## config.mk

```make
export PLATFORM = sky130hd
export DESIGN_NAME = timer_ctrl
export DESIGN_NICKNAME = d
export VERILOG_FILES = /design/src/rtl/timer_pkg.sv /design/src/rtl/timer_prescaler.sv /design/src/rtl/timer_ctrl.sv
export SDC_FILE = /design/constraint.sdc
export NUM_CORES = 1
export LEC_CHECK = 0
export CAP_MARGIN = 40
export CORE_MARGIN = 1.5
export CORE_UTILIZATION = 35
export CTS_BUF_LIST = sky130_fd_sc_hd__clkbuf_4
export DETAILED_ROUTE_END_ITERATION = 8
export GPL_TIMING_DRIVEN = 0
export MAX_ROUTING_LAYER = met4
export PLACE_DENSITY = 0.73
export SYNTH_ARGS = -nofsm -noshare
export SYNTH_HDL_FRONTEND = slang
export SYNTH_SLANG_ARGS = --single-unit
```

## constraint.sdc

```tcl
create_clock -name clk -period 2.2 [get_ports clk]
set_input_delay 0.55 -clock clk [delete_from_list [all_inputs] [get_ports clk]]
set_output_delay 0.55 -clock clk [all_outputs]
set_load 0.05 [all_outputs]
```

## src/rtl/timer_pkg.sv

```systemverilog
// Shared timer definitions: FSM state encoding, TCR field positions,
// register reset values and the prescaler divide limit.
package timer_pkg;

  typedef enum logic [1:0] {
    ST_IDLE = 2'd0,
    ST_RUN  = 2'd1,
    ST_HALT = 2'd2
  } timer_state_e;

  localparam int TCR_TIMER_EN = 0;
  localparam int TCR_DIV_EN   = 1;
  localparam int TCR_DIV_LSB  = 8;
  localparam int TCR_DIV_MSB  = 11;

  // Only timer_en, div_en and div_val are implemented; everything else reads 0.
  localparam logic [31:0] TCR_MASK = 32'h0000_0F03;
  localparam logic [31:0] TCR_RST  = 32'h0000_0100;
  localparam logic [63:0] TCMP_RST = 64'hFFFF_FFFF_FFFF_FFFF;
  localparam logic [3:0]  DIV_MAX  = 4'd8;

  // Terminal count of the divider for a 2^n period.
  function automatic logic [7:0] div_mask(input logic [3:0] n);
    logic [8:0] full;
    full = (9'd1 << n) - 9'd1;
    return full[7:0];
  endfunction

endpackage

```

## src/rtl/timer_prescaler.sv

```systemverilog
// Divider counter and tick generation: tick is high every cycle in bypass,
// otherwise once per 2^div_val counting cycles.
module timer_prescaler
  import timer_pkg::*;
(
  input  logic       clk,
  input  logic       rst,
  input  logic       clr,
  input  logic       run,
  input  logic       div_en,
  input  logic [3:0] div_val,
  output logic       tick
);

  logic [7:0] div_cnt;
  logic [7:0] mask;
  logic       tick_q;
  logic       bypass;

  assign mask   = div_mask(div_val);
  assign bypass = !div_en || (div_val == 4'd0);

  // The tick is registered so a full 2^N cycles elapse after a clear before
  // the first pulse; both counter and tick freeze whenever run is low.
  always_ff @(posedge clk) begin
    if (rst || clr) begin
      div_cnt <= 8'd0;
      tick_q  <= 1'b0;
    end else if (run) begin
      div_cnt <= (div_cnt == mask) ? 8'd0 : div_cnt + 8'd1;
      tick_q  <= (div_cnt == mask);
    end
  end

  assign tick = bypass || tick_q;

endmodule

```

## src/rtl/timer_ctrl.sv

```systemverilog
// Timer control: TCR/TIER/TISR/TCMP registers, run FSM, compare interrupt.
// Define TIMER_HALT_EN to add the debug-halt state and its dbg_mode/halt_req inputs.
module timer_ctrl
  import timer_pkg::*;
(
  input  logic        clk,
  input  logic        rst,
  input  logic        tcr_wr_sel,
  input  logic        tier_wr_sel,
  input  logic        tisr_wr_sel,
  input  logic        tcmp0_wr_sel,
  input  logic        tcmp1_wr_sel,
  input  logic [31:0] wdata,
  input  logic        cnt_clr_req,
  input  logic [63:0] cnt,
`ifdef TIMER_HALT_EN
  input  logic        dbg_mode,
  input  logic        halt_req,
`endif
  output logic        cnt_en,
  output logic        count_clr,
  output logic [31:0] tcr_q,
  output logic [63:0] tcmp_q,
  output logic        tier_q,
  output logic        tisr_q,
  output logic        tim_int
);

  timer_state_e state, state_nxt;
  logic       timer_en;
  logic       div_en;
  logic [3:0] div_val;
  logic       tcr_acc;
  logic       halt_hold;
  logic       run_entry;
  logic       presc_clr;
  logic       tick;
  logic       tisr_set;

  assign timer_en = tcr_q[TCR_TIMER_EN];
  assign div_en   = tcr_q[TCR_DIV_EN];
  assign div_val  = tcr_q[TCR_DIV_MSB:TCR_DIV_LSB];
  assign tcr_acc  = tcr_wr_sel && (wdata[TCR_DIV_MSB:TCR_DIV_LSB] <= DIV_MAX);

`ifdef TIMER_HALT_EN
  assign halt_hold = dbg_mode && halt_req;
`else
  assign halt_hold = 1'b0;
`endif

  always_ff @(posedge clk) begin
    if (rst) state <= ST_IDLE;
    else     state <= state_nxt;
  end

  always_comb begin
    state_nxt = state;
    case (state)
      ST_IDLE: if (timer_en) state_nxt = ST_RUN;
      ST_RUN: begin
        if (!timer_en)     state_nxt = ST_IDLE;
        else if (halt_hold) state_nxt = ST_HALT;
      end
      ST_HALT: begin
        if (!timer_en)       state_nxt = ST_IDLE;
        else if (!halt_hold) state_nxt = ST_RUN;
      end
      default: state_nxt = ST_IDLE;
    endcase
  end

  // Gating on timer_en drops cnt_en as soon as the disabling write lands,
  // one cycle ahead of the state change.
  always_comb begin
    cnt_en = (state == ST_RUN) && timer_en && tick && !count_clr;
  end

  // Only a fresh start clears the divider; returning from HALT keeps its phase.
  assign run_entry = (state == ST_IDLE) && (state_nxt == ST_RUN);
  assign presc_clr = run_entry || tcr_acc || cnt_clr_req;

  timer_prescaler u_prescaler (
    .clk     (clk),
    .rst     (rst),
    .clr     (presc_clr),
    .run     (state == ST_RUN),
    .div_en  (div_en),
    .div_val (div_val),
    .tick    (tick)
  );

  // While running, only the enable bit may change so the divide setting stays stable.
  always_ff @(posedge clk) begin
    if (rst) begin
      tcr_q <= TCR_RST;
    end else if (tcr_acc) begin
      if (timer_en) tcr_q[TCR_TIMER_EN] <= wdata[TCR_TIMER_EN];
      else          tcr_q <= wdata & TCR_MASK;
    end
  end

  always_ff @(posedge clk) begin
    if (rst) begin
      count_clr <= 1'b0;
      tcmp_q    <= TCMP_RST;
      tier_q    <= 1'b0;
    end else begin
      count_clr <= cnt_clr_req;
      if (tcmp0_wr_sel) tcmp_q[31:0]  <= wdata;
      if (tcmp1_wr_sel) tcmp_q[63:32] <= wdata;
      if (tier_wr_sel)  tier_q        <= wdata[0];
    end
  end

  // A match in the same cycle as a W1C wins, so no event is lost.
  assign tisr_set = (cnt == tcmp_q);

  always_ff @(posedge clk) begin
    if (rst) tisr_q <= 1'b0;
    else     tisr_q <= tisr_set || (tisr_q && !(tisr_wr_sel && wdata[0]));
  end

  assign tim_int = tisr_q && tier_q;

endmodule
```

==> impl_metrics.toml, run 1 <==
[run_status]
status = "finished, violations left"
violations = "setup timing"

[worst_setup_path]
crit_family = "simple AND/OR/NAND/NOR gates"
cpPeakStageDelay_ps = 540
cp.required_ps = 2580
crit_arrival_ps = 2940
crit_top_cell = "buf_6"
crit_path_max_fanout = 5
r2r_start = "tcr_q[10]"
reg2reg_to = "u_prescaler.tick_q"
worst-path-buf-inv = 3
path_cells = "buf_6 > or4_4 > buf_4 > ha_4 > or3_1 > a21oi_2 > o21ai_2 > a22oi_2 > buf_6 > a31o_1"
startpoint_type = "flip-flop"
rrSetupSlack_ps = -370
endpoint_kind = "flip-flop"
reg2reg_depth = 10
slowest_stage = "or4_4"
crit_type = "reg2reg"

[power]
p_clk_share_pct = 20.2
vdd_drop_max_uv = 305
internal_power_mw = 2.39
power.share.combinational_pct = 34.8
leakagePower_nw = 2.61
power_density_nw_per_um2 = 582
power_mw = 3.79
sw_frac_of_total_pct = 37.1
pwr-share-seq_pct = 45.0
p_switching_mw = 1.41

[floorplan]
core_um2 = 12000
die_area_um2 = 13000
die_h_um = 114
initial_core_util_pct = 35.8
fp.dieW_um = 114
num_rows = 40
ios = 205

[synthesis]
ys_top_cells_by_count = "dfxtp_1 (84), xnor2_1 (73), nor2b_1 (66)"
ys_seq_elements = 84
ys_seq_area_share_pct = 39.1
synthCells = 452
synth.area.top_cells = "dfxtp_1 (39%), xnor2_1 (15%), a211o_1 (13%), nor2b_1 (9.6%), buf_4 (4.9%)"
syn-cell-area_um2 = 4300
synthArstFlopShare_pct = 0
synthFlopType = "dfxtp_1"
synth_warnings = 0
post_synth.cell_area_avg_um2 = 9.51
synth_enable_flop_cells = 0
synth_top_area_share_pct = 39.1
synth_cell_types = 40
yosys.area.top_type = "dfxtp_1"
yosysMostFrequentCell = "dfxtp_1"

[drt]
dr_total_vias = 4099
drtIter0Drc = 194
vias_per_cell = 4.97
dr.pass1.iters = 4
wire_per_inst_um = 17.8
ant_nets = 0
route.detailed.drc = 0
wl_um = 14700

[finish]
antenna_cells = 0
syn2layout_area_growth_pct = 51.6
fin_nets = 778
nFillCells = 1122
drive_above_1_share_pct = 11.1
fin_util_pct = 54.3
multi_input_area_um2 = 2450
regArea_um2 = 1690

[hold_path]
worstHoldEndpoint = "tisr_q"
worstHoldStart = "tisr_q"
whs_path_depth = 2
min_path_type = "reg2reg"

[sta]
max_clock_freq_ghz = 0.390
finalHoldViolCount = 0
rsz0062_at_grt = "true"
setup_ws_ps = -366
maxSlewViolCount = 0
holdWs_ps = 487
setup_viol = 10
fin_crit_sh_pct = 117
skew_ps = 19.3
slew_headroom_pct = 60.8
tightest_slew_ps = 588
period_needed_ps = 2570

[global_route]
grt-ovfl-total = 0
grt_pass1_vias = 4157
grt_usage_pct = 23.4
grt_antenna_before_repair = 0
grt_pass1_wl_um = 22400
grt_max_degree = 14

[clocking]
root_buffer = "clkbuf_4"
clock_latency_ps = 440
ctsHtreeMaxLevel = 3
numClockSinks = 84
cts_tree = "built"
clk_pin_slew_ps = 140
clockBufferDepth = 2
postCtsHoldBufs = 0
numCtsBuffers = 9

[place]
dp_slack_ps = -558
dp_hpwl_um = 11700
io_buffer_count = 176
gp_congestion = 0.858

[job]
max-cap-violations = 0
## placed cells by master (no fill, tap or decap), types with 3 or more instances in the layout
| cell | count |
|---|---|
| a211o_1 | 65 |
| a21oi_2 | 9 |
| buf_1 | 6 |
| buf_4 | 33 |
| buf_6 | 6 |
| clkbuf_1 | 17 |
| clkbuf_4 | 10 |
| clkdlybuf4s50_1 | 101 |
| clkinv_1 | 3 |
| conb_1 | 27 |
| dfxtp_1 | 80 |
| dlygate4sd2_1 | 69 |
| dlymetal6s2s_1 | 5 |
| mux2i_1 | 5 |
| nand2_1 | 20 |
| nand3_1 | 4 |
| nand4_1 | 21 |
| nor2_1 | 11 |
| nor2b_1 | 66 |
| nor3_1 | 3 |
| nor4_1 | 5 |
| xnor2_1 | 73 |
## cell families (layout without fill, tap and decap cells)
group / Yosys count / count (layout) / share of synthesized area (%)
XOR/XNOR: 75 / 75 / 15.3
flip-flops: 84 / 84 / 39.1
buffers and inverters: 56 / 255 / 7.86
other: 1 / 27 / 0.0872
AO/OA/AOI/OAI: 89 / 89 / 16.9
multiplexers: 5 / 5 / 1.16
AND/OR/NAND/NOR: 140 / 140 / 19.0
adder cells (fa/ha/maj): 2 / 2 / 0.582
## power groups by stage
stage / logic [mW] / clock network (mW) / registers (mW)
4_1_cts: 1.31 / 0.783 / 1.71
6_report: 1.32 / 0.767 / 1.71
2_1_floorplan: 0.526 / 0 / 2.03
3_5_place_dp: 1.34 / 0 / 1.75
5_1_grt: 1.39 / 0.852 / 1.72
3_3_place_gp: 1.32 / 0 / 1.74
## what timing repair did
action | 4_1_cts | 5_1_grt
gates cloned | 1 | 0
hold endpoints to repair | 0 | 0
buffers inserted | 4 | 2
gates resized for setup | 87 | 6
setup endpoints to repair | 79 | 14
pin swaps | 5 | 5
## stage by stage
stage / instance area (um^2) / TNS [ps] / instances
floorplan: 4450 / -1580 / 478
global placement: 6390 / -3810 / 801
detailed placement: 6390 / -5170 / 801
CTS: 6490 / -1950 / 822
global route: 6520 / -3650 / 824
finish: 6520 / -3140 / 824
## area by class of cell
| class | count | area share [%] |
|---|---|---|
| multi-input combinational | 338 | 37.6 |
| timing repair buffer | 183 | 26.8 |
| sequential | 84 | 26.0 |
| buffer | 54 | 5.07 |
| tap | 147 | 2.82 |
| clock buffer | 10 | 1.15 |
| clock inverter | 6 | 0.480 |
| inverter | 2 | 0.115 |
## state kept, by name, summed over array words and instances, names as in the netlist
signal,count
tisr_q,1
count_clr,1
u_prescaler.tick_q,1
tcmp_q,64
tier_q,1
u_prescaler.div_cnt,8
state,2
tcr_q,6
## worst max path at each step
stage                         endpoint  slack, ps  depth (start not counted)      start
floorplan           u_prescaler.tick_q       -160                          8  tcr_q[10]
global placement                cnt_en       -530                          4  tcr_q[10]
detailed placement              cnt_en       -560                          4  tcr_q[10]
CTS                             cnt_en       -410                          4  tcr_q[10]
global route                    cnt_en       -440                          4   tcr_q[9]
finish              u_prescaler.tick_q       -370                         10  tcr_q[10]
## worst register-to-register path, delay by kind of cell, from the launching register on
family / cells / cell delay (ps)
buffers and inverters: 3 / 450
and+or+nand+nor: 2 / 860
AOI/OAI and AO/OA: 4 / 660
adders and majority gates: 1 / 170
DFF: 1 / 370
## metal layers
metal | vias up | routed length (um) | GRT usage (%)
li1 | 1975 | - | -
met2 | 162 | 7290 | 40.6
met3 | 17 | 960 | 4.57
met1 | 1945 | 6210 | 27.7
met5 | - | 0 | -
met4 | 0 | 232 | 6.67
No activity file was read; power rests on OpenSTA's default activity.
==> inputs of run 2 (changes only) <==
--- a/config.mk
+++ b/config.mk
@@ -13,6 +13,7 @@
 export GPL_TIMING_DRIVEN = 0
 export MAX_ROUTING_LAYER = met4
 export PLACE_DENSITY = 0.73
+export REMOVE_ABC_BUFFERS = 1
 export SYNTH_ARGS = -nofsm -noshare
 export SYNTH_HDL_FRONTEND = slang
 export SYNTH_SLANG_ARGS = --single-unit
==> impl_metrics.toml, run 2 (synthesis gave the netlist of run 1 again) <==
[run_status]
status = "finished, violations left"
violations = "setup timing"

[clocking]
clockBufferDepth = 2
cts_tree = "built"
postCtsHoldBufs = 0
ctsHtreeMaxLevel = 3
root_buffer = "clkbuf_4"
numClockSinks = 84
clk_pin_slew_ps = 150
clock_latency_ps = 450
numCtsBuffers = 9

[place]
gp_congestion = 0.814
post_dp_cell_area_um2 = 6080
io_buffer_count = 178
dp_hpwl_um = 9260

[drt]
drtIter0Drc = 151
vias_per_cell = 4.93
wire_per_inst_um = 15.9
wl_um = 12300
dr_total_vias = 3823
dr.pass1.iters = 4
route.detailed.drc = 0
ant_nets = 0

[global_route]
grt-ovfl-total = 0
grt_pass1_wl_um = 19400
grt_usage_pct = 19.8
grt_pass1_vias = 3756
grt_max_degree = 47
grt_antenna_before_repair = 1

[floorplan]
ios = 205
initial_core_util_pct = 35.8
core_um2 = 12000
die_h_um = 114
num_rows = 40
fp.dieW_um = 114
die_area_um2 = 13000

[worst_setup_path]
crit_type = "reg2reg"
crit_arrival_ps = 2860
cp.required_ps = 2590
endpoint_kind = "flip-flop"
startpoint_type = "flip-flop"
crit_path_max_fanout = 5

[finish]
largest_reg_flops = 64
syn2layout_area_growth_pct = 45.0
fin_nets = 728
postLayoutCellArea_um2 = 6230
drive_above_1_share_pct = 7.02
reg_top3 = "tcmp_q: 64 flops, u_prescaler.div_cnt: 8 flops, tcr_q: 6 flops"
nFillCells = 1152
regMostFlops = "tcmp_q"
layout_commonest_cell = "clkdlybuf4s50_1"
most-common-layout-cells = "clkdlybuf4s50_1 (100), dfxtp_1 (80), dlygate4sd2_1 (74)"

[sta]
max_clock_freq_ghz = 0.405
finalHoldViolCount = 0
maxSlewViolCount = 0
period_needed_ps = 2470
skew_ps = 22.9
rsz0062_at_grt = "true"
fin_tns_setup_ps = -2440
setup_ws_ps = -268
fin_crit_sh_pct = 112
setup_viol = 10
slew_headroom_pct = 56.9
tightest_slew_ps = 646

[job]
max-cap-violations = 0

[power]
power_density_nw_per_um2 = 617
vdd_drop_max_uv = 261
leakagePower_nw = 2.40

[hold_path]
min_path_type = "reg2reg"
run 2: cell count changes in the layout (fill, tap and decap cells not counted), moves of 2 or more:
cell	delta
buf_4	-28
clkbuf_1	-17
a21oi_1	+8
a21oi_2	-8
buf_1	-6
dlygate4sd2_1	+5
dlymetal6s2s_1	-5
buf_6	-4
buf_12	+3
buf_2	+3
clkinv_1	-3
clkbuf_4	+2
run 2: metal layers:
| metal | global-route usage [%] | part of all wire, % |
|---|---|---|
| met1 | 24.3 | 45 |
| met2 | 32.7 | 48 |
| met3 | 4.25 | 5.4 |
| met4 | 6.17 | 1.5 |
| met5 | - | 0 |
run 2: area by class of cell:
class / count / area (um^2) / area share, %
sequential: 84 / 1690 / 27.2
antenna: 1 / 2.50 / 0.0402
clock inverter: 4 / 50.0 / 0.803
timing repair buffer: 187 / 1780 / 28.6
inverter: 2 / 7.51 / 0.120
tap: 147 / 184 / 2.95
multi-input combinational: 338 / 2420 / 38.8
clock buffer: 12 / 90.1 / 1.45
run 2: worst paths after layout:
path,from,endpoint,slack [ps],depth (start not counted)
setup / recovery,tcr_q[8],u_prescaler.tick_q,-270,9
hold / removal,tisr_q,tisr_q,490,2
setup reg to reg,tcr_q[8],u_prescaler.tick_q,-270,9
hold reg to reg,tisr_q,tisr_q,490,2
run 2: worst max-delay path, stage by stage, from the launching register on:
cell and delay [ps]:
dfxtp_4 370, or4_4 560, buf_4 170, ha_4 170, nand2_1 80, a21oi_2 70
or3_2 450, a22oi_2 260, buf_6 160, a31o_1 130
run 2: power breakdown:
part | internal [mW] | total (mW) | switching, mW | leakage [nW]
sequential | 1.61 | 1.70 | 0.0892 | 0.699
clock | 0.383 | 0.926 | 0.543 | 0.0736
combinational | 0.496 | 1.22 | 0.722 | 1.63
total | 2.49 | 3.85 | 1.35 | 2.40
run 2: through the flow:
| stage | std cells | utilization, % | setup WS, ps | hold WS, ps | total power [mW] |
|---|---|---|---|---|---|
| 2_1_floorplan | 424 | - | -1940 | 459 | 2.45 |
| 3_3_place_gp | 749 | 50.2 | -1680 | 459 | 2.97 |
| 3_5_place_dp | 752 | 50.6 | -630 | 474 | 2.99 |
| 4_1_cts | 774 | 51.8 | -282 | 493 | 3.88 |
| 5_1_grt | 775 | 51.9 | -356 | 533 | 4.04 |
| 6_report | 775 | 51.9 | -268 | 488 | 3.85 |
run 2: repair_timing:
item,CTS,global route
pin swaps,2,1
setup buffers,5,0
endpoints found under the setup margin,83,10
cloned,1,0
resized for setup,95,3
